### src/rtl/r2fft_pkg.sv
// r2fft_pkg: shared bank states, status encoding and field-width helper for the R2FFT blocks
package r2fft_pkg;
   typedef enum logic [2:0] {
      BANK_EMPTY,
      BANK_FILLING,
      BANK_FULL,
      BANK_PROCESSING,
      BANK_READY
   } bank_state_t;

   typedef enum logic [2:0] {
      ST_IDLE         = 3'd0,
      ST_INPUT_STREAM = 3'd1,
      ST_FULL_BUFFER  = 3'd2,
      ST_RUN_FFT      = 3'd3,
      ST_DONE         = 3'd4
   } status_t;

   function automatic int bw_width(input int dw);
      return $clog2(dw) + 1;
   endfunction
endpackage

### src/rtl/r2fft_varlen_bitrev_counter.sv
// r2fft_varlen_bitrev_counter: sample counter wrapping at 2^len-1 with bit-reversed address over len bits
module r2fft_varlen_bitrev_counter #(
   parameter int N  = 10,
   parameter int LW = 4
) (
   input  logic          clk,
   input  logic          reset,
   input  logic          en,
   input  logic [LW-1:0] len,
   output logic [N-1:0]  addr,
   output logic          last
);
   logic [N-1:0] cnt, rev;
   always_comb
      for (int i = 0; i < N; i++)
         rev[i] = cnt[N-1-i];
   // cnt never exceeds 2^len-1, so reversing all N bits and shifting right leaves len reversed bits
   assign addr = rev >> (N - int'(len));
   assign last = cnt == ({N{1'b1}} >> (N - int'(len)));
   always_ff @(posedge clk or posedge reset)
      if (reset)
         cnt <= '0;
      else if (en)
         cnt <= last ? '0 : cnt + 1'b1;
endmodule

### src/rtl/r2fft_frame_sequencer.sv
// r2fft_frame_sequencer: ping-pong bank sequencer feeding bit-reversed frames to the FFT core and DMA
module r2fft_frame_sequencer import r2fft_pkg::*; #(
   parameter int FFT_LENGTH_MAX = 1024,
   parameter int FFT_N_MIN      = 3,
   parameter int FFT_DW         = 16,
   parameter int FFT_N          = $clog2(FFT_LENGTH_MAX),
   parameter int BW_W           = bw_width(FFT_DW),
   localparam int LW            = $clog2(FFT_N + 1)
) (
   input  logic                  clk,
   input  logic                  reset,
   input  logic [LW-1:0]         cfg_log2len,
   input  logic                  autorun,
   input  logic                  run,
   input  logic                  fin,
   input  logic                  in_valid,
   output logic                  in_ready,
   input  logic [FFT_DW-1:0]     in_real,
   input  logic [FFT_DW-1:0]     in_imag,
   output logic                  wr_en,
   output logic                  wr_bank,
   output logic [FFT_N-1:0]      wr_addr,
   output logic [2*FFT_DW-1:0]   wr_data,
   output logic                  fft_start,
   output logic                  fft_bank,
   output logic [LW-1:0]         fft_log2len,
   output logic [BW_W-1:0]       fft_bw,
   input  logic                  fft_done,
   output logic                  done,
   output logic                  dma_bank,
   output logic [2:0]            status,
   output logic [15:0]           stall_count
);
   bank_state_t st [2], st_n [2];
   logic [LW-1:0] len_q [2], len_n [2];
   logic [BW_W-1:0] bw_q [2], bw_n [2];
   logic fill_ptr, proc_ptr, dma_ptr, run_bank, rdy_q;
   logic fill_ptr_n, proc_ptr_n, dma_ptr_n, run_bank_n;
   logic fresh, accept, last, busy, sel;
   logic [LW-1:0] cfg_len, cur_len;
   logic [FFT_N-1:0] addr;
   logic [BW_W-1:0] bw_r, bw_i, s_bw;

   function automatic logic [BW_W-1:0] sig_bits(input logic [FFT_DW-1:0] x);
      logic [FFT_DW-1:0] m;
      sig_bits = '0;
      m = x[FFT_DW-1] ? ~x : x;
      for (int i = 0; i < FFT_DW - 1; i++)
         if (m[i])
            sig_bits = BW_W'(i + 1);
   endfunction

   assign cfg_len = (cfg_log2len < LW'(FFT_N_MIN)) ? LW'(FFT_N_MIN) :
                    (cfg_log2len > LW'(FFT_N)) ? LW'(FFT_N) : cfg_log2len;
   assign fresh = st[fill_ptr] == BANK_EMPTY;
   // the first sample of a frame uses the live config; later samples use the latched length
   assign cur_len = fresh ? cfg_len : len_q[fill_ptr];
   assign in_ready = rdy_q && (fresh || st[fill_ptr] == BANK_FILLING);
   assign accept = in_valid && in_ready;
   assign busy = st[0] == BANK_PROCESSING || st[1] == BANK_PROCESSING;
   assign fft_start = st[proc_ptr] == BANK_FULL && !busy && (autorun || run);
   assign done = st[dma_ptr] == BANK_READY;
   assign dma_bank = dma_ptr;
   assign sel = busy ? run_bank : proc_ptr;
   assign fft_bank = sel;
   assign fft_log2len = len_q[sel];
   assign fft_bw = bw_q[sel];
   assign bw_r = sig_bits(in_real);
   assign bw_i = sig_bits(in_imag);
   assign s_bw = (bw_r > bw_i) ? bw_r : bw_i;

   always_comb begin
      status = (st[0] == BANK_READY || st[1] == BANK_READY) ? ST_DONE :
               busy ? ST_RUN_FFT :
               (st[0] == BANK_FULL || st[1] == BANK_FULL) ? ST_FULL_BUFFER :
               (st[0] == BANK_FILLING || st[1] == BANK_FILLING) ? ST_INPUT_STREAM : ST_IDLE;
   end

   r2fft_varlen_bitrev_counter #(.N(FFT_N), .LW(LW)) u_cnt (
      .clk  (clk),
      .reset(reset),
      .en   (accept),
      .len  (cur_len),
      .addr (addr),
      .last (last)
   );

   // each event acts on a bank in a distinct state, so at most one rule touches a given bank per cycle
   always_comb begin
      st_n = st;
      len_n = len_q;
      bw_n = bw_q;
      fill_ptr_n = fill_ptr;
      proc_ptr_n = proc_ptr;
      dma_ptr_n = dma_ptr;
      run_bank_n = run_bank;
      if (accept) begin
         len_n[fill_ptr] = cur_len;
         bw_n[fill_ptr] = (fresh || s_bw > bw_q[fill_ptr]) ? s_bw : bw_q[fill_ptr];
         st_n[fill_ptr] = last ? BANK_FULL : BANK_FILLING;
         fill_ptr_n = fill_ptr ^ last;
      end
      if (fft_start) begin
         st_n[proc_ptr] = BANK_PROCESSING;
         proc_ptr_n = ~proc_ptr;
         run_bank_n = proc_ptr;
      end
      if (fft_done && busy)
         st_n[run_bank] = BANK_READY;
      if (fin && done) begin
         st_n[dma_ptr] = BANK_EMPTY;
         dma_ptr_n = ~dma_ptr;
      end
   end

   always_ff @(posedge clk or posedge reset)
      if (reset) begin
         st <= '{default: BANK_EMPTY};
         len_q <= '{default: '0};
         bw_q <= '{default: '0};
         fill_ptr <= 1'b0;
         proc_ptr <= 1'b0;
         dma_ptr <= 1'b0;
         run_bank <= 1'b0;
         rdy_q <= 1'b0;
         wr_en <= 1'b0;
         wr_bank <= 1'b0;
         wr_addr <= '0;
         wr_data <= '0;
         stall_count <= '0;
      end else begin
         st <= st_n;
         len_q <= len_n;
         bw_q <= bw_n;
         fill_ptr <= fill_ptr_n;
         proc_ptr <= proc_ptr_n;
         dma_ptr <= dma_ptr_n;
         run_bank <= run_bank_n;
         rdy_q <= 1'b1;
         wr_en <= accept;
         if (accept) begin
            wr_bank <= fill_ptr;
            wr_addr <= addr;
            wr_data <= {in_imag, in_real};
         end
         if (in_valid && !in_ready && stall_count != '1)
            stall_count <= stall_count + 1'b1;
      end
endmodule
### config.mk
export PLATFORM = sky130hd
export DESIGN_NAME = r2fft_frame_sequencer
export DESIGN_NICKNAME = d
export VERILOG_FILES = /design/src/rtl/r2fft_pkg.sv /design/src/rtl/r2fft_varlen_bitrev_counter.sv /design/src/rtl/r2fft_frame_sequencer.sv
export SDC_FILE = /design/constraint.sdc
export NUM_CORES = 1
export LEC_CHECK = 0
export CAP_MARGIN = 20
export CORE_UTILIZATION = 47
export DETAILED_ROUTE_END_ITERATION = 8
export DONT_BUFFER_PORTS = 1
export PLACE_DENSITY = 0.67
export SYNTH_ARGS = -nofsm -noshare
export SYNTH_HDL_FRONTEND = slang
export SYNTH_SLANG_ARGS = --single-unit
### constraint.sdc
create_clock -name clk -period 4.9 [get_ports clk]
set_input_delay 1.225 -clock clk [delete_from_list [all_inputs] [get_ports clk]]
set_output_delay 1.225 -clock clk [all_outputs]
set_load 0.01 [all_outputs]
==> impl_metrics.env <==
export IMPL_drc=0
export IMPL_clkLatencyLatePin_ns=0.35
export IMPL_max_clock_freq_mhz=214
export IMPL_grt_antenna_before_repair=0
export IMPL_fin_nets=787
export IMPL_die_h_um=118
export IMPL_clock_path_buffers=2
export IMPL_grt_pass1_vias=5378
export IMPL_root_buffer="clkbuf_16"
export IMPL_synth_flop_cell="dfrtp_1"
export IMPL_die_area_mm2=0.0139
export IMPL_crit_slowest_cell="or4_1"
export IMPL_path_clk_slew_ns=0.06
export IMPL_synthMuxAreaShare_pct=8.01
export IMPL_drt_iter0_drc=353
export IMPL_initial_core_util_pct=49.0
export IMPL_gr_total_overflow=0
export IMPL_synth_compound_area_share_pct=16.9
export IMPL_ant_nets=0
export IMPL_ys_warnings_count=0
export IMPL_rows=41
export IMPL_status="completed"
export IMPL_hold_ws_ns=0.521
export IMPL_finClkSkew_ns=0.00536
export IMPL_multiInputGateArea_mm2=0.00364
export IMPL_die_w_um=118
export IMPL_setup_violations=0
export IMPL_synth_seq_area_share_pct=39.3
export IMPL_dr_pass1_iters=5
export IMPL_cap_viol_max_count=0
export IMPL_regArea_mm2=0.00248
export IMPL_synth_edff_count=0
export IMPL_fin_crit_ns=4.67
export IMPL_cp_end_kind="flop"
export IMPL_synthAdderAreaFrac_pct=2.18
export IMPL_slew_headroom_pct=32.2
export IMPL_routed_wl_mm=15.7
export IMPL_n_antenna_cell=0
export IMPL_worst_setup_path_type="primary input to flop"
export IMPL_async_reset_ff_share_pct=100
export IMPL_vias=5469
export IMPL_nFillCells=1196
export IMPL_hpwl_mm=11.4
export IMPL_cts_buffers=9
export IMPL_power_w=0.00517
export IMPL_grt_pass1_wl_mm=25.9
export IMPL_via_per_inst=6.02
export IMPL_grt_max_degree=69
export IMPL_cp_slowest_stage_delay_ns=0.52
export IMPL_gp_congestion=0.859
export IMPL_crit_arrival_ns=4.91
export IMPL_worst_path_max_fanout=8
export IMPL_clock_sinks=99
export IMPL_synth_area_mm2=0.00631
export IMPL_cts_tree="done"
export IMPL_synth_seq_cells=99
export IMPL_synthXorXnorAreaFrac_pct=2.78
export IMPL_fin_area_mm2=0.00684
export IMPL_worst_slew_pin_transition_ns=1.02
export IMPL_synth_simple_area_share_pct=26.8
export IMPL_slew_viol_final=0
export IMPL_coreArea_mm2=0.0129
export IMPL_cts_max_level=3
export IMPL_power_density_mw_per_mm2=756
export IMPL_io_pins=120
export IMPL_syn_inst=739
export IMPL_worstPathCellList="or4_1 -> a32oi_1 -> a21oi_1 -> o221a_2 -> inv_1 -> ha_1 -> nor2b_1 -> o21a_1 -> o21a_1 -> o21ai_2 -> inv_1 -> mux2i_2 -> ha_1 -> nor2b_2 -> o21ai_1 -> nand2b_1 -> a21oi_2 -> o21ai_4 -> a21o_1 -> mux2_2"
export IMPL_syn_to_final_growth_pct=8.41
export IMPL_ys_types=79
export IMPL_rsz0062_at_grt="no"
export IMPL_gr_usage_all_layers_pct=23.2
export IMPL_placed_cell_area_mm2=0.00651
export IMPL_synth_top_family_by_area="simple AND/OR/NAND/NOR gates"
export IMPL_leakage_nw=3.13
export IMPL_portBuffers=0
export IMPL_syn_nets=793
export IMPL_period_share_pct=95.4
export IMPL_ir_worst_vdd_v=0.000330
export IMPL_syn_avg_cell_area_um2=8.53
export IMPL_worstPathRequired_ns=5.14
export IMPL_critPathLaunchType="primary input"
export IMPL_drive_above_1_share_pct=11.0
export IMPL_hold_viol=0
export IMPL_wl_per_cell_um=17.2
export IMPL_hold_class="flop to flop"
[layout make-up]
| cell class | count | share of cell area (%) |
|---|---|---|
| clock buffers | 14 | 4.01 |
| clock inverters | 1 | 0.110 |
| inverters | 31 | 1.74 |
| multi-input cells | 578 | 53.2 |
| flip-flops and latches | 99 | 36.2 |
| well taps | 172 | 3.15 |
| repair buffers | 14 | 1.54 |
[worst max-delay path: cells and delay by family]
kind	cells	cell delay (ns)
buf+inv	2	0.16
fa+ha+maj	2	0.51
mux	2	0.48
compound gates	10	1.65
simple gates	4	0.89
[power breakdown]
group          internal, W  switching (W)
Sequential         0.00111       0.000416
Combinational      0.00121        0.00175
Clock             0.000384       0.000303
[sequential cells by signal, summed over array words and instances (netlist names)]
name         flops
u_cnt.cnt       10
st               6
wr_bank          1
stall_count     16
rdy_q            1
run_bank         1
dma_bank         1
wr_data         32
proc_ptr         1
wr_en            1
wr_addr         10
len_q            8
fill_ptr         1
bw_q            10
[what timing repair did]
action                                 CTS  global route
buffers inserted                         0             0
gates resized for setup                  0             8
hold buffers                             0             0
setup endpoints to repair                0             8
endpoints found under the hold margin    0             0
[cell usage after synthesis (3+ instances only)]
cell type    n  area (um2)
a21o_1       6        45.0
nor3_1      22         110
o311ai_0     3        26.3
nor3b_1      4        30.0
nand4_1     10        62.6
nor4_1       5        31.3
mux2i_1     19         190
clkbuf_1    17        63.8
a211oi_1     5        37.5
nand3_1     18        90.1
mux4_2       3        67.6
or4_1        3        22.5
xor2_1       6        52.6
a21boi_0     3        22.5
nor2_1      54         203
o32ai_1      4        35.0
ha_1        11         138
buf_1        5        18.8
o21ai_0     42         210
mux2_2      22         248
or2_2        3        18.8
nand3b_1     3        22.5
o31ai_1      3        22.5
o211ai_1     3        22.5
a31oi_1      5        31.3
inv_1       30         113
nor2b_1     11        68.8
dfrtp_1     99        2480
o21bai_1     5        37.5
a21oi_1     24         120
and2_1       7        43.8
buf_2        7        35.0
nand2b_1     8        50.1
a22oi_1      3        22.5
and4_1       3        26.3
a221oi_1     6        52.6
or3_1       13        81.3
and3_1       6        37.5
nand2_1    167         627
xnor2_1     14         123
o21a_1       6        45.0
o21ai_1      3        15.0
[cell usage in the layout (no fill, tap or decap), drive strengths merged, types with 13 or more instances in the layout]
cell / netlist / layout
nand2: 167 / 167
dfrtp: 99 / 99
nor2: 54 / 54
o21ai: 46 / 46
inv: 30 / 30
a21oi: 24 / 24
nor3: 24 / 24
mux2: 22 / 22
nand3: 19 / 19
mux2i: 19 / 19
xnor2: 14 / 14
buf: 14 / 14
clkbuf: 17 / 14
or3: 13 / 13
[per-layer routing]
metal / routed length, um / share of wire (%) / track usage, % / vias up
met5: 0 / 0 / 0 / -
met4: 184 / 1.2 / 9.38 / 0
met3: 998 / 6.4 / 5.38 / 16
met2: 7790 / 50 / 39.7 / 162
met1: 6700 / 43 / 27.9 / 2675
li1: - / - / - / 2616
[cell families after synthesis]
kind of cell,Yosys count
fa+ha+maj,11
other cells,1
simple gates,350
mux,44
xor+xnor,20
flops,99
compound gates,152
buf+inv,62
[worst paths after layout]
path | start | to | slack [ns] | cells after the start
min | proc_ptr | proc_ptr | 0.52 | 2
min reg2reg | proc_ptr | proc_ptr | 0.52 | 2
min in group asynchronous | reset | stall_count[10] | 0.91 | 1
max reg2reg | fill_ptr | st[3] | 0.35 | 15
max in group asynchronous | reset | wr_data[9] | 3.04 | 2
max | in_real[4] | bw_q[7] | 0.23 | 20
[through the flow]
| stage | setup TNS, ns | utilization, % | worst slack (ns) | instances |
|---|---|---|---|---|
| after floorplan | 0 | - | 0.0523 | 739 |
| after global placement | -0.130 | 50.6 | -0.0246 | 894 |
| after detailed placement | -1.12 | 50.6 | -0.165 | 894 |
| after CTS | 0 | 52.8 | 0.183 | 909 |
| after global routing | 0 | 53.1 | 0.00263 | 909 |
| final | 0 | 53.1 | 0.226 | 909 |
No activity file was read; power rests on OpenSTA's default activity.
